## src/rtl/sha1_round_stage_if.sv

```systemverilog
// ---------------------------------------------------------------------------
// sha1_round_stage_if
// Purpose : Bundles the control/data signals between the SHA-1 controller
//           and one registered round stage.
// Signals : load      - load cv_in into the working-state register
//           cv_in     - 160-bit initial state {A,B,C,D,E}, A in [159:128]
//           step      - perform one round on the working state
//           w         - 32-bit message schedule word W_t
//           round     - 7-bit round index t (0..79)
//           rnd_out   - registered working state {A,B,C,D,E}
//           rnd_next  - combinational next state f(rnd_out, w, round)
//           range_err - sticky out-of-range round flag
//                       (only when SHA1_ROUND_RANGE_CHECK_EN is defined)
// Modports: master = controller side, slave = round stage side.
// ---------------------------------------------------------------------------
interface sha1_round_stage_if;
   logic         load;
   logic [159:0] cv_in;
   logic         step;
   logic [31:0]  w;
   logic [6:0]   round;
   logic [159:0] rnd_out;
   logic [159:0] rnd_next;
`ifdef SHA1_ROUND_RANGE_CHECK_EN
   logic         range_err;

   modport master (output load, cv_in, step, w, round,
                   input  rnd_out, rnd_next, range_err);
   modport slave  (input  load, cv_in, step, w, round,
                   output rnd_out, rnd_next, range_err);
`else
   modport master (output load, cv_in, step, w, round,
                   input  rnd_out, rnd_next);
   modport slave  (input  load, cv_in, step, w, round,
                   output rnd_out, rnd_next);
`endif
endinterface

```

## src/rtl/sha1_round_stage.sv

```systemverilog
// ---------------------------------------------------------------------------
// sha1_round_stage
// Purpose : Registered single-round SHA-1 compression unit. Holds the
//           160-bit working state {A,B,C,D,E} and advances it by one SHA-1
//           round per clock in which step is asserted. Chaining-value load
//           and the final feed-forward add are done by the controller.
// Ports   : clk   - rising-edge clock
//           reset - synchronous, active-low clear of the state
//           bus   - sha1_round_stage_if.slave
//                   (load, cv_in, step, w, round -> rnd_out, rnd_next)
// Priority at the clock edge: reset > load > step > hold.
// Option  : SHA1_ROUND_RANGE_CHECK_EN adds the registered range_err flag,
//           set when a round with index > 79 is stepped, cleared by reset
//           or load. Out-of-range rounds always compute as the 60-79 group.
// ---------------------------------------------------------------------------
module sha1_round_stage (
   input  logic              clk,
   input  logic              reset,
   sha1_round_stage_if.slave bus
);

   logic [159:0] r_state;
   logic [31:0]  w_a, w_b, w_c, w_d, w_e;
   logic [31:0]  w_f, w_k, w_t;
   logic [159:0] w_next;

   assign {w_a, w_b, w_c, w_d, w_e} = r_state;

   // Round-group selection of the boolean function and constant. The final
   // else covers both 60-79 and any index >= 80.
   always_comb begin
      // NOTE: defaults are assigned first so every path drives both
      // outputs and no latch is inferred.
      w_f = w_b ^ w_c ^ w_d;
      w_k = 32'hCA62C1D6;
      if (bus.round < 7'd20) begin
         w_f = (w_b & w_c) | (~w_b & w_d);
         w_k = 32'h5A827999;
      end else if (bus.round < 7'd40) begin
         w_f = w_b ^ w_c ^ w_d;
         w_k = 32'h6ED9EBA1;
      end else if (bus.round < 7'd60) begin
         w_f = (w_b & w_c) | (w_b & w_d) | (w_c & w_d);
         w_k = 32'h8F1BBCDC;
      end
   end

   // T = ROTL5(A) + F + E + K + W, all modulo 2^32.
   assign w_t    = {w_a[26:0], w_a[31:27]} + w_f + w_e + w_k + bus.w;
   assign w_next = {w_t, w_a, {w_b[1:0], w_b[31:2]}, w_c, w_d};

   // Enable is a mux in front of D; the clear is synchronous.
   always_ff @(posedge clk) begin
      // NOTE: sequential state uses non-blocking assignments only, so all
      // flops sample the pre-edge values regardless of statement order.
      if (!reset) begin
         r_state <= 160'h0;
      end else if (bus.load) begin
         r_state <= bus.cv_in;
      end else if (bus.step) begin
         r_state <= w_next;
      end
   end

   assign bus.rnd_out  = r_state;
   assign bus.rnd_next = w_next;

`ifdef SHA1_ROUND_RANGE_CHECK_EN
   logic r_range_err;

   // Sticky until the controller reloads; a stepped index > 79 is flagged
   // but still processed as the 60-79 group.
   always_ff @(posedge clk) begin
      if (!reset) begin
         r_range_err <= 1'b0;
      end else if (bus.load) begin
         r_range_err <= 1'b0;
      end else if (bus.step && (bus.round > 7'd79)) begin
         r_range_err <= 1'b1;
      end
   end

   assign bus.range_err = r_range_err;
`endif

endmodule

```

## src/flat_wrapper.sv

```systemverilog
// flat-port wrapper written by rule: the top's interface ports become plain ports
module sha1_round_stage_flat 
  (clk, reset, bus_load, bus_cv_in, bus_step, bus_w, bus_round, bus_rnd_out, bus_rnd_next);
  sha1_round_stage_if bus_i ();
  input  logic clk;
  input  logic reset;
  input wire logic [$bits(bus_i.load)-1:0] bus_load;
  input wire logic [$bits(bus_i.cv_in)-1:0] bus_cv_in;
  input wire logic [$bits(bus_i.step)-1:0] bus_step;
  input wire logic [$bits(bus_i.w)-1:0] bus_w;
  input wire logic [$bits(bus_i.round)-1:0] bus_round;
  output wire logic [$bits(bus_i.rnd_out)-1:0] bus_rnd_out;
  output wire logic [$bits(bus_i.rnd_next)-1:0] bus_rnd_next;
  assign bus_i.load = bus_load;
  assign bus_i.cv_in = bus_cv_in;
  assign bus_i.step = bus_step;
  assign bus_i.w = bus_w;
  assign bus_i.round = bus_round;
  assign bus_rnd_out = bus_i.rnd_out;
  assign bus_rnd_next = bus_i.rnd_next;
  sha1_round_stage u_core (.clk(clk), .reset(reset), .bus(bus_i));
endmodule
```

## config.mk

```make
export PLATFORM = sky130hd
export DESIGN_NAME = sha1_round_stage_flat
export DESIGN_NICKNAME = d
export VERILOG_FILES = /design/src/rtl/sha1_round_stage_if.sv /design/src/rtl/sha1_round_stage.sv /design/src/flat_wrapper.sv
export SDC_FILE = /design/constraint.sdc
export NUM_CORES = 1
export LEC_CHECK = 0
export ABC_AREA = 0
export ABC_CLOCK_PERIOD_IN_PS = 18070
export BUFFER_PORTS_ARGS = -buffer_cell sky130_fd_sc_hd__buf_2
export CAP_MARGIN = 10
export CORE_AREA = 2 2 202 204
export CTS_CLUSTER_DIAMETER = 200
export DETAILED_ROUTE_END_ITERATION = 10
export DIE_AREA = 0 0 204 206
export PLACE_DENSITY = 0.56
export SLEW_MARGIN = 10
export SYNTH_ARGS = -nofsm -noshare
export SYNTH_HDL_FRONTEND = slang
export SYNTH_SLANG_ARGS = --single-unit
```

## constraint.sdc

```tcl
create_clock -name clk -period 18.07 [get_ports clk]
set_input_delay 3.614 -clock clk [delete_from_list [all_inputs] [get_ports clk]]
set_output_delay 3.614 -clock clk [all_outputs]
set_load 0.05 [all_outputs]
```

==> results.toml, run 1 <==
[status]
outcome = "complete, no violations"

[synthesis]
async_reset_ff_share_pct = 0
synth_edf_count = 0
ys_ff_latch = 160
avgSynthCellArea_um2 = 8.40
synth_top_area_cell = "dfxtp_1"
synth_ff_type = "dfxtp_1"
synth_area_leaders = "dfxtp_1, fa_1, mux2i_1, nor2_1, buf_4"
synth.net_count = 1999
syn_area_um2 = 13800
syn_inst = 1638
ys_types = 63
yosysWarnings = 0
synth_top_area_share_pct = 23.3
synth-seq-area-share_pct = 23.3
synth.top_cells.by_count = "nor2_1, inv_1, a21oi_1, mux2i_1, dfxtp_1"
synth.most_common_cell = "nor2_1"

[worst_setup_path]
path_common_cell = "fa_1"
cpPeakStageDelay_ns = 0.70
cp_max_fo = 20
timing.rr.end = "u_core.bus.rnd_out[159]"
cp.depth = 21
critical-path-slowest-cell = "inv_1"
crit_family = "compound AO/OA/AOI/OAI gates"
path_cells = "buf_2 > a41oi_2 > nand2_1 > buf_4 > inv_1 > a221oi_1 > fa_1 > fa_1 > fa_1 > inv_1 > ha_1 > inv_1 > fa_1 > nand2b_1 > a21oi_1 > o21ai_1 > nand3_1 > a41oi_1 > o21ai_1 > xnor2_1 > buf_2"
worst-r2r-setup-slack_ns = 12.47
cp-start-kind = "input port"
timing.rr.start = "u_core.bus.rnd_out[99]"
setup.worst_path.class = "input port to output pin"
rr_worst_depth = 16
crit_start = "bus_round[4]"
cp-endpoint = "bus_rnd_next[159]"
cp.required_ns = 14.46
cp.buffers_inverters = 6
endpoint_kind = "output pin"
worstPathArrival_ns = 9.84

[floorplanning]
rows = 74
die_area_um2 = 42000
initial_core_util_pct = 34.2
fp.dieH_um = 206
die_w_um = 204
ios = 523
core_um2 = 40200

[power]
clkPwrFrac_pct = 11.1
p_per_area_nw_per_um2 = 211
sequentialPowerShare_pct = 14.2
p_leak_nw = 8.75
switchingPower_mw = 2.15
internal_power_mw = 1.32
swShare_pct = 62.1
combPwrFrac_pct = 74.7
max-vdd-ir-drop_v = 0.000172

[sta]
period_needed_ns = 13.45
finClkSkew_ns = 0.0106
rsz0062_at_grt = "no"
slew_headroom_pct = 33.3
fin_tns_setup_ns = 0
hold_violations = 0
worst_slew_pin_slew_ns = 0.987
hold_slack_ns = 0.623
min_period_over_period_pct = 74.5
slew_viol_final = 0
setup_viol = 0
fmax_mhz = 74.3
setup_slack_ns = 4.62

[global_routing]
grt_max_degree = 96
grt-ovfl-total = 0
grt_usage_pct = 24.3
grt_first_pass_wirelength_mm = 75.1
grt_antenna_before_repair = 8
grt_pass1_vias = 11600

[clock_network]
root_buffer = "clkbuf_16"
cts_tree = "done"
cts_sinks = 160
htreeDepth = 4
clk_pin_slew_worst_paths_ns = 0.07
worstSkewPairLatency_ns = 0.46
holdBufCountCts = 0
numCtsBuffers = 17
post-cts-setup-buffers = 0
clk_path_buf_depth = 2
cts_resized = 0

[placed_design]
io_buffers = 520
place.gp.congestion = 0.878
dpl.hpwl_mm = 41.3
place_ws_ns = 4.58

[route]
wl_met3_mm = 3.17
remaining_drc_errors = 0
drt_iter0_drc = 901
dr.pass1.iters = 5
num_vias = 12600
routed_wl_mm = 52.7
routed_via_density = 4.98
top_layer = "met4"
postRouteAntennaNets = 0
wl_met1_mm = 25.2
dr_wl_met2_mm = 23.1
routedWlPerCell_um = 20.9

[cells_and_area]
syn_to_final_growth_pct = 19.6
layout-drive-gt1-share_pct = 29.5
largest_register_ffs = 160
fin_nets = 2336

[hold_path]
hp-class = "register to register"
holdPathStages = 2

[run]
drv_cap = 0
-- cells in the final DEF (no fill, tap or decap), types with 8 or more instances in the layout --
master	netlist	routed
and2_1	13	13
a21oi_1	166	166
ha_1	44	44
dfxtp_1	160	160
xnor2_1	31	31
nand2_1	73	73
mux2i_1	166	166
a221o_1	11	11
inv_1	168	168
o211ai_1	8	8
buf_4	128	13
clkbuf_16	0	17
nand3_1	15	15
buf_2	10	518
fa_1	114	114
nor2_1	270	270
o211a_1	16	16
a21o_1	23	23
o21ai_0	33	33
-- worst min-delay path, delay by kind of cell, from the launching register on --
| kind | cells | cell delay, ns |
|---|---|---|
| compound gates | 2 | 0.21 |
| flops | 1 | 0.36 |
-- through the flow --
stage	power (mW)	std cells	cell area (µm²)	utilization (%)
floorplan	2.45	1638	13800	-
global placement	3.07	2488	15800	39.4
detailed placement	3.09	2488	15800	39.4
CTS	3.48	2520	16400	40.9
global route	3.69	2525	16500	40.9
finish	3.47	2526	16500	40.9
-- power by group through the flow --
stage / Sequential, mW / Combinational [mW] / Clock, mW
2_1_floorplan: 0.595 / 1.85 / 0
5_1_grt: 0.501 / 2.78 / 0.406
4_1_cts: 0.494 / 2.60 / 0.392
3_5_place_dp: 0.502 / 2.59 / 0
6_report: 0.493 / 2.59 / 0.384
3_3_place_gp: 0.501 / 2.57 / 0
-- cell type report --
cell class	instances	area (µm²)
tap	532	666
timing repair buffer	533	2720
clock inverter	12	131
fill	4224	23700
multi-input combinational	1091	8600
antenna	6	15.0
inverter	172	648
clock buffer	20	467
sequential	160	3200
-- kinds of logic (layout without fill, tap and decap cells) --
family                     after synthesis  count (layout)  synth area share [%]
adders and majority gates              158             158                  20.6
muxes                                  167             167                  12.2
other                                    0               6                     0
DFF                                    160             160                  23.3
and+or+nand+nor                        397             397                  11.7
AOI/OAI and AO/OA                      330             330                  15.6
buffers and inverters                  387             737                  14.1
xor gates and xnor gates                39              39                  2.54
-- per-layer routing --
metal / up-vias / global-route usage [%]
met5: - / 0
met4: 0 / 8.39
met3: 51 / 3.71
met2: 473 / 35.8
met1: 6059 / 35.7
li1: 5995 / -
-- worst min-delay path by stage --
stage / endpoint / from
finish: u_core.bus.rnd_out[148] / u_core.bus.rnd_out[148]
global route: u_core.bus.rnd_out[29] / u_core.bus.rnd_out[29]
CTS: u_core.bus.rnd_out[148] / u_core.bus.rnd_out[148]
detailed placement: u_core.bus.rnd_out[148] / u_core.bus.rnd_out[148]
floorplan: u_core.bus.rnd_out[150] / u_core.bus.rnd_out[150]
global placement: u_core.bus.rnd_out[148] / u_core.bus.rnd_out[148]
(Power assumes the default switching activity.)
==> run 2: changes to the inputs <==
ABC_AREA = 1   (was 0)
ABC_CLOCK_PERIOD_IN_PS = 13900   (was 18070)
clock period = 13.9 ns   (was 18.07 ns; I/O delays follow)
==> run 2 against run 1 <==
- register-to-register slack worse by 3.7 ns
- total power up 20%
- final cell count is 11% higher
- combinational power up 17%
- clock skew is 0.0016 ns higher
- utilization is essentially flat
- largest cell class unchanged
==> results.toml, run 2 <==
[worst_setup_path]
cp_max_fo = 21
rr_worst_depth = 20
cp.required_ns = 11.12
setup.worst_path.class = "input port to output pin"
cpPeakStageDelay_ns = 0.70
timing.rr.end = "u_core.bus.rnd_out[147]"
path_common_cell = "nand2_1"
critical-path-slowest-cell = "a221oi_1"
cp.depth = 27
crit_family = "simple AND/OR/NAND/NOR gates"
cp-endpoint = "bus_rnd_next[147]"
endpoint_kind = "output pin"
timing.rr.start = "u_core.bus.rnd_out[73]"
worst-r2r-setup-slack_ns = 8.82
crit_start = "bus_round[4]"
cp.buffers_inverters = 9
worstPathArrival_ns = 8.85
cp-start-kind = "input port"

[clock_network]
cts_sinks = 160
cts_tree = "done"
post-cts-setup-buffers = 0
numCtsBuffers = 17
clk_pin_slew_worst_paths_ns = 0.07
htreeDepth = 4
cts_resized = 0
root_buffer = "clkbuf_16"
clk_path_buf_depth = 2
holdBufCountCts = 0
worstSkewPairLatency_ns = 0.46

[cells_and_area]
largest_register_ffs = 160
layout-drive-gt1-share_pct = 26.7
fin_area_um2 = 16500
ff_latch_area_um2 = 3200
final-instance-count-excl-fill = 2811
multiInputGateArea_um2 = 8210
final_cell_mix = "nand2_1, buf_2, inv_1"
syn_to_final_growth_pct = 19.5
fin_nets = 2621
num-fill-cells = 4371
fin_util_pct = 41.0
layout_commonest_cell = "nand2_1"

[sta]
rsz0062_at_grt = "no"
fin_tns_setup_ns = 0
finClkSkew_ns = 0.0121
fmax_mhz = 86.0
slew_viol_final = 0
worst_slew_pin_slew_ns = 1.02
hold_slack_ns = 0.559
period_needed_ns = 11.63
slew_headroom_pct = 32.0
setup_viol = 0
min_period_over_period_pct = 83.7
hold_violations = 0
setup_slack_ns = 2.27

[placed_design]
dpl.hpwl_mm = 46.5
dp.cells = 2773
io_buffers = 520
place.gp.congestion = 0.922
place_ws_ns = 2.32
placed_area_um2 = 15900

[floorplanning]
ios = 523
die_w_um = 204
core_um2 = 40200
rows = 74
die_area_um2 = 42000
fp.dieH_um = 206
initial_core_util_pct = 34.3

[power]
max-vdd-ir-drop_v = 0.000426
internal_power_mw = 1.56
sequentialPowerShare_pct = 15.1
clkPwrFrac_pct = 12.0
switchingPower_mw = 2.59
p_per_area_nw_per_um2 = 252
swShare_pct = 62.4
combPwrFrac_pct = 72.9
power_mw = 4.15
p_leak_nw = 8.87

[global_routing]
grt_max_degree = 91
grt_pass1_vias = 13300
grt-ovfl-total = 0
grt_usage_pct = 27.5
grt_first_pass_wirelength_mm = 85.0
grt_antenna_before_repair = 7

[synthesis]
synth_area_leaders = "dfxtp_1, fa_1, nand2_1, inv_1, buf_4"
synth_top_area_cell = "dfxtp_1"
syn_inst = 1914
ys_ff_latch = 160
avgSynthCellArea_um2 = 7.20
synth.most_common_cell = "nand2_1"
synth_edf_count = 0
synth_top_area_share_pct = 23.2
yosysWarnings = 0
async_reset_ff_share_pct = 0
synth.top_cells.by_count = "nand2_1, inv_1, dfxtp_1, buf_4, fa_1"
synth_ff_type = "dfxtp_1"
synth-seq-area-share_pct = 23.2
synth.net_count = 2275
syn_area_um2 = 13800
ys_types = 48

[status]
outcome = "complete, no violations"

[route]
top_layer = "met5"
routed_via_density = 4.98
routedWlPerCell_um = 20.9
wl_met1_mm = 26.6
remaining_drc_errors = 0
num_vias = 14000
routed_wl_mm = 58.7
dr_wl_met2_mm = 26.9
wl_met3_mm = 3.73
drt_iter0_drc = 1102
postRouteAntennaNets = 0
dr.pass1.iters = 5

[run]
drv_cap = 0

[hold_path]
hp-class = "register to register"
run 2: cells by family (layout without fill, tap and decap cells):
| family | after synthesis | count (layout) | synth area share (%) |
|---|---|---|---|
| buffers and inverters | 495 | 854 | 17.3 |
| XOR/XNOR | 23 | 23 | 1.57 |
| AND/OR/NAND/NOR | 780 | 780 | 23.4 |
| multiplexers | 16 | 16 | 1.25 |
| other | 0 | 6 | 0 |
| flip-flops | 160 | 160 | 23.2 |
| adder cells (fa/ha/maj) | 158 | 158 | 20.6 |
| AO/OA/AOI/OAI | 282 | 282 | 12.7 |
run 2: tightest hold or removal path: stages, from the launching register on:
cell and delay, ns:
dfxtp_1 0.37, nand2_1 0.08, a21oi_1 0.06
run 2: cell type report:
type                       instances  area share, %
tap                              532           4.04
timing repair buffer             532           16.4
antenna                            6         0.0912
inverter                         290           6.62
sequential                       160           19.4
clock buffer                      19           2.69
multi-input combinational       1259           49.8
clock inverter                    13          0.904
run 2: metal layers:
| layer | up-vias | GRT usage (%) |
|---|---|---|
| met1 | 6771 | 38.8 |
| met3 | 67 | 4.08 |
| met2 | 534 | 43.0 |
| met5 | - | 0 |
| met4 | 2 | 9.29 |
| li1 | 6619 | - |
run 2: worst min-delay path by stage:
stage	from	end	slack (ns)	depth (start not counted)
after floorplan	u_core.bus.rnd_out[138]	u_core.bus.rnd_out[106]	0.73	2
after global placement	u_core.bus.rnd_out[133]	u_core.bus.rnd_out[133]	0.54	2
after detailed placement	u_core.bus.rnd_out[90]	u_core.bus.rnd_out[90]	0.55	2
after CTS	u_core.bus.rnd_out[90]	u_core.bus.rnd_out[90]	0.56	2
after global routing	u_core.bus.rnd_out[131]	u_core.bus.rnd_out[131]	0.59	2
final	u_core.bus.rnd_out[90]	u_core.bus.rnd_out[90]	0.56	2
run 2: power groups by stage:
stage	sequential (mW)	combinational [mW]	clock (mW)
3_3_place_gp	0.635	3.01	0
6_report	0.627	3.02	0.498
3_5_place_dp	0.637	3.01	0
5_1_grt	0.633	3.29	0.524
2_1_floorplan	0.743	2.12	0
4_1_cts	0.626	3.03	0.508
